===== config.mk =====
export PLATFORM = sky130hd
export DESIGN_NAME = dmem_bridge
export DESIGN_NICKNAME = d
export VERILOG_FILES = /design/src/rtl/dmem_bridge.sv
export SDC_FILE = /design/constraint.sdc
export NUM_CORES = 1
export LEC_CHECK = 0
export CAP_MARGIN = 30
export CORE_MARGIN = 2
export CORE_UTILIZATION = 30
export DETAILED_ROUTE_END_ITERATION = 8
export GPL_ROUTABILITY_DRIVEN = 0
export PLACE_DENSITY = 0.68
export SYNTH_ARGS = -nofsm -noshare
export SYNTH_HDL_FRONTEND = slang
export SYNTH_SLANG_ARGS = --single-unit

===== constraint.sdc =====
create_clock -name clk -period 2.5 [get_ports clk]
set_input_delay 0.5 -clock clk [delete_from_list [all_inputs] [get_ports clk]]
set_output_delay 0.5 -clock clk [all_outputs]
set_load 0.02 [all_outputs]

===== src/rtl/dmem_bridge.sv =====
// Data-memory bridge between the core DMem port and a single-port sync SRAM.
// Stores become byte-lane writes, loads wait out the SRAM read latency.
module dmem_bridge #(
  parameter logic [31:0] BASE_ADDR  = 32'h0000_0000,
  parameter int          SRAM_AW    = 14,
  parameter int          RD_LATENCY = 1
) (
  input  logic               clk,
  input  logic               reset,
  input  logic [31:0]        dmem_addr,
  input  logic               dmem_r_enable,
  input  logic               dmem_w_enable,
  input  logic [1:0]         dmem_w_size,
  input  logic [31:0]        dmem_w_data,
  output logic [31:0]        dmem_r_data,
  output logic               dmem_ready,
  output logic               dmem_err,
  output logic [SRAM_AW-1:0] sram_addr,
  output logic               sram_cs,
  output logic               sram_we,
  output logic [3:0]         sram_be,
  output logic [31:0]        sram_wdata,
  input  logic [31:0]        sram_rdata
);

  typedef enum logic [1:0] {
    IDLE, ACCESS, WAIT, RESP
  } state_t;

  state_t state, state_d;

  logic               wr_q, wr_d;
  logic [3:0]         cnt_q, cnt_d;
  logic [31:0]        r_data_d;
  logic               ready_d, err_d;
  logic               cs_d, we_d;
  logic [3:0]         be_d;
  logic [SRAM_AW-1:0] addr_d;
  logic [31:0]        wdata_d;

  logic [31:0] offset;
  logic [29:0] word;
  logic        req, oor, misal, bad_size, rej;

  assign req      = dmem_r_enable | dmem_w_enable;
  assign offset   = dmem_addr - BASE_ADDR;
  assign word     = offset[31:2];
  assign oor      = (word >> SRAM_AW) != 30'd0;
  assign bad_size = dmem_w_enable & (dmem_w_size == 2'd3);
  // Loads fetch the aligned word, so only stores can be misaligned
  assign misal    = dmem_w_enable &
                    (((dmem_w_size == 2'd1) & dmem_addr[0]) |
                     ((dmem_w_size == 2'd2) & (dmem_addr[1:0] != 2'b00)));
  assign rej      = oor | misal | bad_size;

  always_ff @(posedge clk or negedge reset) begin
    if (!reset) state <= IDLE;
    else        state <= state_d;
  end

  always_comb begin
    state_d = state;
    unique case (state)
      IDLE:    if (req) state_d = rej ? RESP : ACCESS;
      ACCESS:  state_d = wr_q ? RESP : WAIT;
      WAIT:    if (cnt_q == 4'd0) state_d = RESP;
      RESP:    state_d = IDLE;
      default: state_d = IDLE;
    endcase
  end

  always_comb begin
    r_data_d = dmem_r_data;
    ready_d  = 1'b0;
    err_d    = 1'b0;
    cs_d     = 1'b0;
    we_d     = 1'b0;
    be_d     = sram_be;
    addr_d   = sram_addr;
    wdata_d  = sram_wdata;
    wr_d     = wr_q;
    cnt_d    = cnt_q;
    unique case (state)
      IDLE: begin
        if (req) begin
          wr_d = dmem_w_enable;
          if (rej) begin
            ready_d = 1'b1;
            err_d   = 1'b1;
          end else begin
            cs_d   = 1'b1;
            we_d   = dmem_w_enable;
            addr_d = word[SRAM_AW-1:0];
            be_d   = 4'b1111;
            if (dmem_w_enable) begin
              case (dmem_w_size)
                2'd0: begin
                  be_d    = 4'b0001 << dmem_addr[1:0];
                  wdata_d = {4{dmem_w_data[7:0]}};
                end
                2'd1: begin
                  be_d    = dmem_addr[1] ? 4'b1100 : 4'b0011;
                  wdata_d = {2{dmem_w_data[15:0]}};
                end
                default: wdata_d = dmem_w_data;
              endcase
            end
          end
        end
      end
      ACCESS: begin
        if (wr_q) ready_d = 1'b1;
        else      cnt_d   = 4'(RD_LATENCY - 1);
      end
      WAIT: begin
        if (cnt_q == 4'd0) begin
          r_data_d = sram_rdata;
          ready_d  = 1'b1;
        end else begin
          cnt_d = cnt_q - 4'd1;
        end
      end
      default: ;
    endcase
  end

  always_ff @(posedge clk or negedge reset) begin
    if (!reset) begin
      dmem_r_data <= '0;
      dmem_ready  <= 1'b0;
      dmem_err    <= 1'b0;
      sram_cs     <= 1'b0;
      sram_we     <= 1'b0;
      sram_be     <= '0;
      sram_addr   <= '0;
      sram_wdata  <= '0;
      wr_q        <= 1'b0;
      cnt_q       <= '0;
    end else begin
      dmem_r_data <= r_data_d;
      dmem_ready  <= ready_d;
      dmem_err    <= err_d;
      sram_cs     <= cs_d;
      sram_we     <= we_d;
      sram_be     <= be_d;
      sram_addr   <= addr_d;
      sram_wdata  <= wdata_d;
      wr_q        <= wr_d;
      cnt_q       <= cnt_d;
    end
  end

endmodule


After elaboration in Yosys (flattened, before gate mapping)
Index checks and enable logic that the tools add are counted.

Bitwise operators: 9. Add/subtract/negate cells: 1. Reductions and logical operators: 12. Multiplexer cells: 24. Equal/unequal tests: 10. Shift-type cells: 1.

Operator list (number): 32-bit case mux with 2 select lines (1); 30-bit nonzero test (1); 4-bit two-way mux (4); 4-bit case mux with 2 select lines (2); 1-bit two-way mux (12); 2-bit == test (second input constant) (4); 2-bit inequality test (second input constant) (4); 2-bit case mux with 4 select lines (1); 2-bit two-way mux (3); 2-bit AND reduction (3); 3-bit AND reduction (2); 1-bit bitwise AND (4); 2-bit by 1-bit == test with 1-bit output (second input constant) (2); 2-bit zero test (2); 4-bit zero test (1); 1-bit OR (4); 4-bit AND reduction (1); 2-bit nonzero test (2); 1-bit by 2-bit << shifter with 4-bit output (first input constant) (1); 4-bit by 1-bit subtractor with 4-bit output (second input constant) (1); 1-bit case mux with 3 select lines (1); 1-bit inverter (1).

Word-level logic and storage cells: 68. Register bits: 93. Input bits: 102. Output and inout bits: 86.

Depth between registers and ports, before layout
Gate-level depths: netlist of run 1.

Depth after elaboration: 9. Depth in mapped cells: 7. Depth with buffers taken out: 6.

Worst setup path after synthesis of run 1
Ideal clock, no wire load.

Kind: input-to-reg. From: in dmem_addr[16]. To: reg sram_addr[10]. Path buffers: 1. Data required time: 2375 ps. Library setup time: 125 ps. Setup slack: 505 ps. Arrival time: 1870 ps. Stages on the path: 5. Cell sequence: nor4_2 > nand4_2 > nor3_4 > buf_12 > mux2_4.

Cells in the longest elaborated chain, start to end: 5.

RTL lines: start: declaration (line 10) `input logic [31:0] dmem_addr,`; 30-bit nonzero test (line 48) `assign oor = (word >> SRAM_AW) != 30'd0;`; 1-bit OR (2 in series) (line 54) `assign rej = oor | misal | bad_size;`; 1-bit inverter (no line); 3-bit AND reduction (no line); end signal: assignment (line 146) `sram_addr <= addr_d;`; end: declaration (line 18) `output logic [SRAM_AW-1:0] sram_addr,`.

Every way passes these cells. A chain may end at the register's enable or synchronous reset.

Worst setup path after layout of run 1
From: in dmem_addr[17]. To: reg sram_wdata[3].

Cells in the longest elaborated chain, start to end: 5.

RTL lines: 30-bit nonzero test (line 48); 1-bit OR (2 in series) (line 54); 1-bit inverter (no line); 4-bit AND reduction (no line); end signal: assignment (line 147) `sram_wdata <= wdata_d;`; end: declaration (line 22) `output logic [31:0] sram_wdata,`.

Every way passes these cells.

==> results of run 1 <==
[worst paths after layout]
check,endpoint,depth (start not counted),slack [ns]
max,sram_wdata[3],6,0.36
min,sram_addr[6],1,0.12
max reg2reg,dmem_r_data[21],6,0.37
min reg2reg,wr_q,2,0.50
max in group asynchronous,sram_wdata[1],2,1.69
min in group clk,wr_q,2,0.50
[cell usage in the layout, fill, tap and decap left out, types with 6 or more instances in the layout]
| master | synthesis | final |
|---|---|---|
| nand2_1 | 13 | 13 |
| ha_1 | 7 | 7 |
| inv_1 | 7 | 7 |
| nor2_1 | 6 | 6 |
| mux2_2 | 87 | 87 |
| dfrtp_1 | 93 | 93 |
| clkdlybuf4s50_1 | 0 | 186 |
| o21ai_0 | 18 | 18 |
| mux2i_1 | 8 | 8 |
| mux2_4 | 9 | 9 |
| clkbuf_16 | 0 | 9 |
| buf_4 | 3 | 7 |
| a21oi_1 | 7 | 7 |
[flip-flops by register name (all words and copies together) (netlist names)]
name / flops
dmem_r_data: 32
sram_wdata: 32
sram_addr: 14
cnt_q: 4
sram_be: 4
state: 2
dmem_err: 1
dmem_ready: 1
sram_cs: 1
sram_we: 1
wr_q: 1
[metal layers]
metal | wire length [um] | vias to the layer above | GRT usage, %
li1 | - | 1477 | -
met1 | 4360 | 1547 | 16.8
met2 | 5080 | 137 | 24.3
met3 | 1160 | 13 | 6.18
met4 | 182 | 0 | 5.96
met5 | 0 | - | 0
[cell type report]
| class | instances | area (sq um) |
|---|---|---|
| repair buffers | 197 | 1990 |
| fillers | 1209 | 7200 |
| clock inverters | 2 | 37.5 |
| inverters | 7 | 26.3 |
| multi-input cells | 190 | 1780 |
| flip-flops and latches | 93 | 2330 |
| well taps | 180 | 225 |
| clock buffers | 11 | 233 |
[kinds of logic (layout without fill, tap and decap cells)]
family	after synthesis	count (layout)	share of synthesized area, %
adder cells (fa/ha/maj)	7	7	2.07
AO/OA/AOI/OAI	34	34	4.58
AND/OR/NAND/NOR	43	43	6.71
multiplexers	106	106	28.8
buffers and inverters	19	217	2.90
flip-flops	93	93	55.0
[critical path, stage by stage]
cell and delay, ns:
clkdlybuf4s50_1 0.43, nor4_2 0.31, nand4_2 0.25, nor3_4 0.29
buf_4 0.23, mux2_2 0.35
[metrics by stage]
stage / setup WS, ns / utilization, % / hold WS [ns] / instance area, sq um
floorplan: 0.505 / - / 0.204 / 4230
detailed placement: -0.0116 / 46.0 / 0.482 / 6360
CTS: 0.354 / 47.9 / 0.130 / 6630
global route: 0.256 / 47.9 / 0.150 / 6630
finish: 0.358 / 47.9 / 0.117 / 6630
global placement: 0.0701 / 46.0 / 0.470 / 6360
[where the power goes]
| part | switching [mW] | leakage (nW) | internal (mW) |
|---|---|---|---|
| logic | 0.928 | 1.52 | 1.09 |
| clock network | 0.551 | 0.128 | 0.760 |
| registers | 0.142 | 1.22 | 1.82 |
==> flow_summary.toml, run 1 <==
[timing]
clock.fmax_mhz = 467
period_needed_ns = 2.14
finClkSkew_ns = 0.00512
worst_pin_slew_ns = 0.524
relSlewSlack_pct = 64.7
finalHoldViolCount = 0
finalSetupViolations = 0
rsz0062_at_grt = "false"
setup-tns-final_ns = 0
period_share_pct = 85.7
slew_violations = 0

[placement]
hpwlAfterDp_um = 8060
dp_cells = 667
portBuffers = 187

[synth]
synth_common_cells = "dfrtp_1 (93), mux2_2 (87), o21ai_0 (18)"
mappedNetlistNets = 411
synth_most_common_cell = "dfrtp_1"
async_flop_share_pct = 100
ys_ff_latch = 93
yosysTopAreaCellShare_pct = 55.0
ys_types = 38
ys.flop_type = "dfrtp_1"
syn_inst = 302
seq_area_frac_synth_pct = 55.0
synth_top_area_cell = "dfrtp_1"
avgSynthCellArea_sq_um = 14.0
synth_edf_count = 0
synth.area.top_cells = "dfrtp_1 (55%), mux2_2 (23%), mux2_4 (3.2%)"
ys_warn_count = 0
netlist_area_sq_mm = 0.00423

[clock_tree]
cts_hold_buf = 0
cts_tree = "done"
cts_sinks = 93
clk_latency_ns = 0.34
cts_buffer_depth = 2
clkTransAtPathRegs_ns = 0.06
cts_buffers = 9
post-cts-setup-buffer-count = 0
cts_max_level = 3
cts.repair.resized = 0
cts_root_buf = "clkbuf_16"

[detailed_routing]
drtIter0Drc = 85
viasPerCell = 4.67
vias = 3174
antenna_left = 0
drc = 0
wl_per_cell_um = 15.9
first_pass_iters = 4
wl_um = 10800

[flow_run]
max-cap-violations = 0

[finish]
final_cells = 680
layout-drive-gt1-share_pct = 25.4
num_antenna_cells = 0
area_delta_synth_final_pct = 56.5
finalNetCount = 607

[die]
coreArea_sq_mm = 0.0138
die_w_um = 123
initial_core_util_pct = 30.6
dieArea_sq_mm = 0.0151
io_pins = 188
die_h_um = 123
rows = 43

[critical_path]
crit_path_end_kind = "flop"
crit_fanout = 9
crit_type = "in2reg"
cp-start-kind = "input pin"
cp.required_ns = 2.72
critPathLaunch = "dmem_addr[17]"
r2r_start = "cnt_q[0]"
cp_data_arrival_time_ns = 2.36

[global_routing]
grt_pass1_vias = 3402
antenna_found_initial = 0
grt_pass1_wl_um = 17000
grt_overflow = 0
grt_max_degree = 58
grt_usage_pct = 14.7

[power_and_ir_drop]
total_power_mw = 5.28
power_leakage_nw = 2.87
cellPowerDensity_mw_per_mm2 = 797
peakVddDrop_mv = 0.334

[hold_path]
hold_path_class = "in2async"

[status]
status = "finished, final reports clean"
No activity file was read; power rests on OpenSTA's default activity.
==> run 2, diff against run 1 <==
--- a/config.mk
+++ b/config.mk
@@ -8,6 +8,7 @@
 export CAP_MARGIN = 30
 export CORE_MARGIN = 2
 export CORE_UTILIZATION = 30
+export CTS_CLUSTER_DIAMETER = 50
 export DETAILED_ROUTE_END_ITERATION = 8
 export GPL_ROUTABILITY_DRIVEN = 0
 export PLACE_DENSITY = 0.68
==> results of run 2 <==
No change in the layout: final DEF, timing and power equal those of run 1.
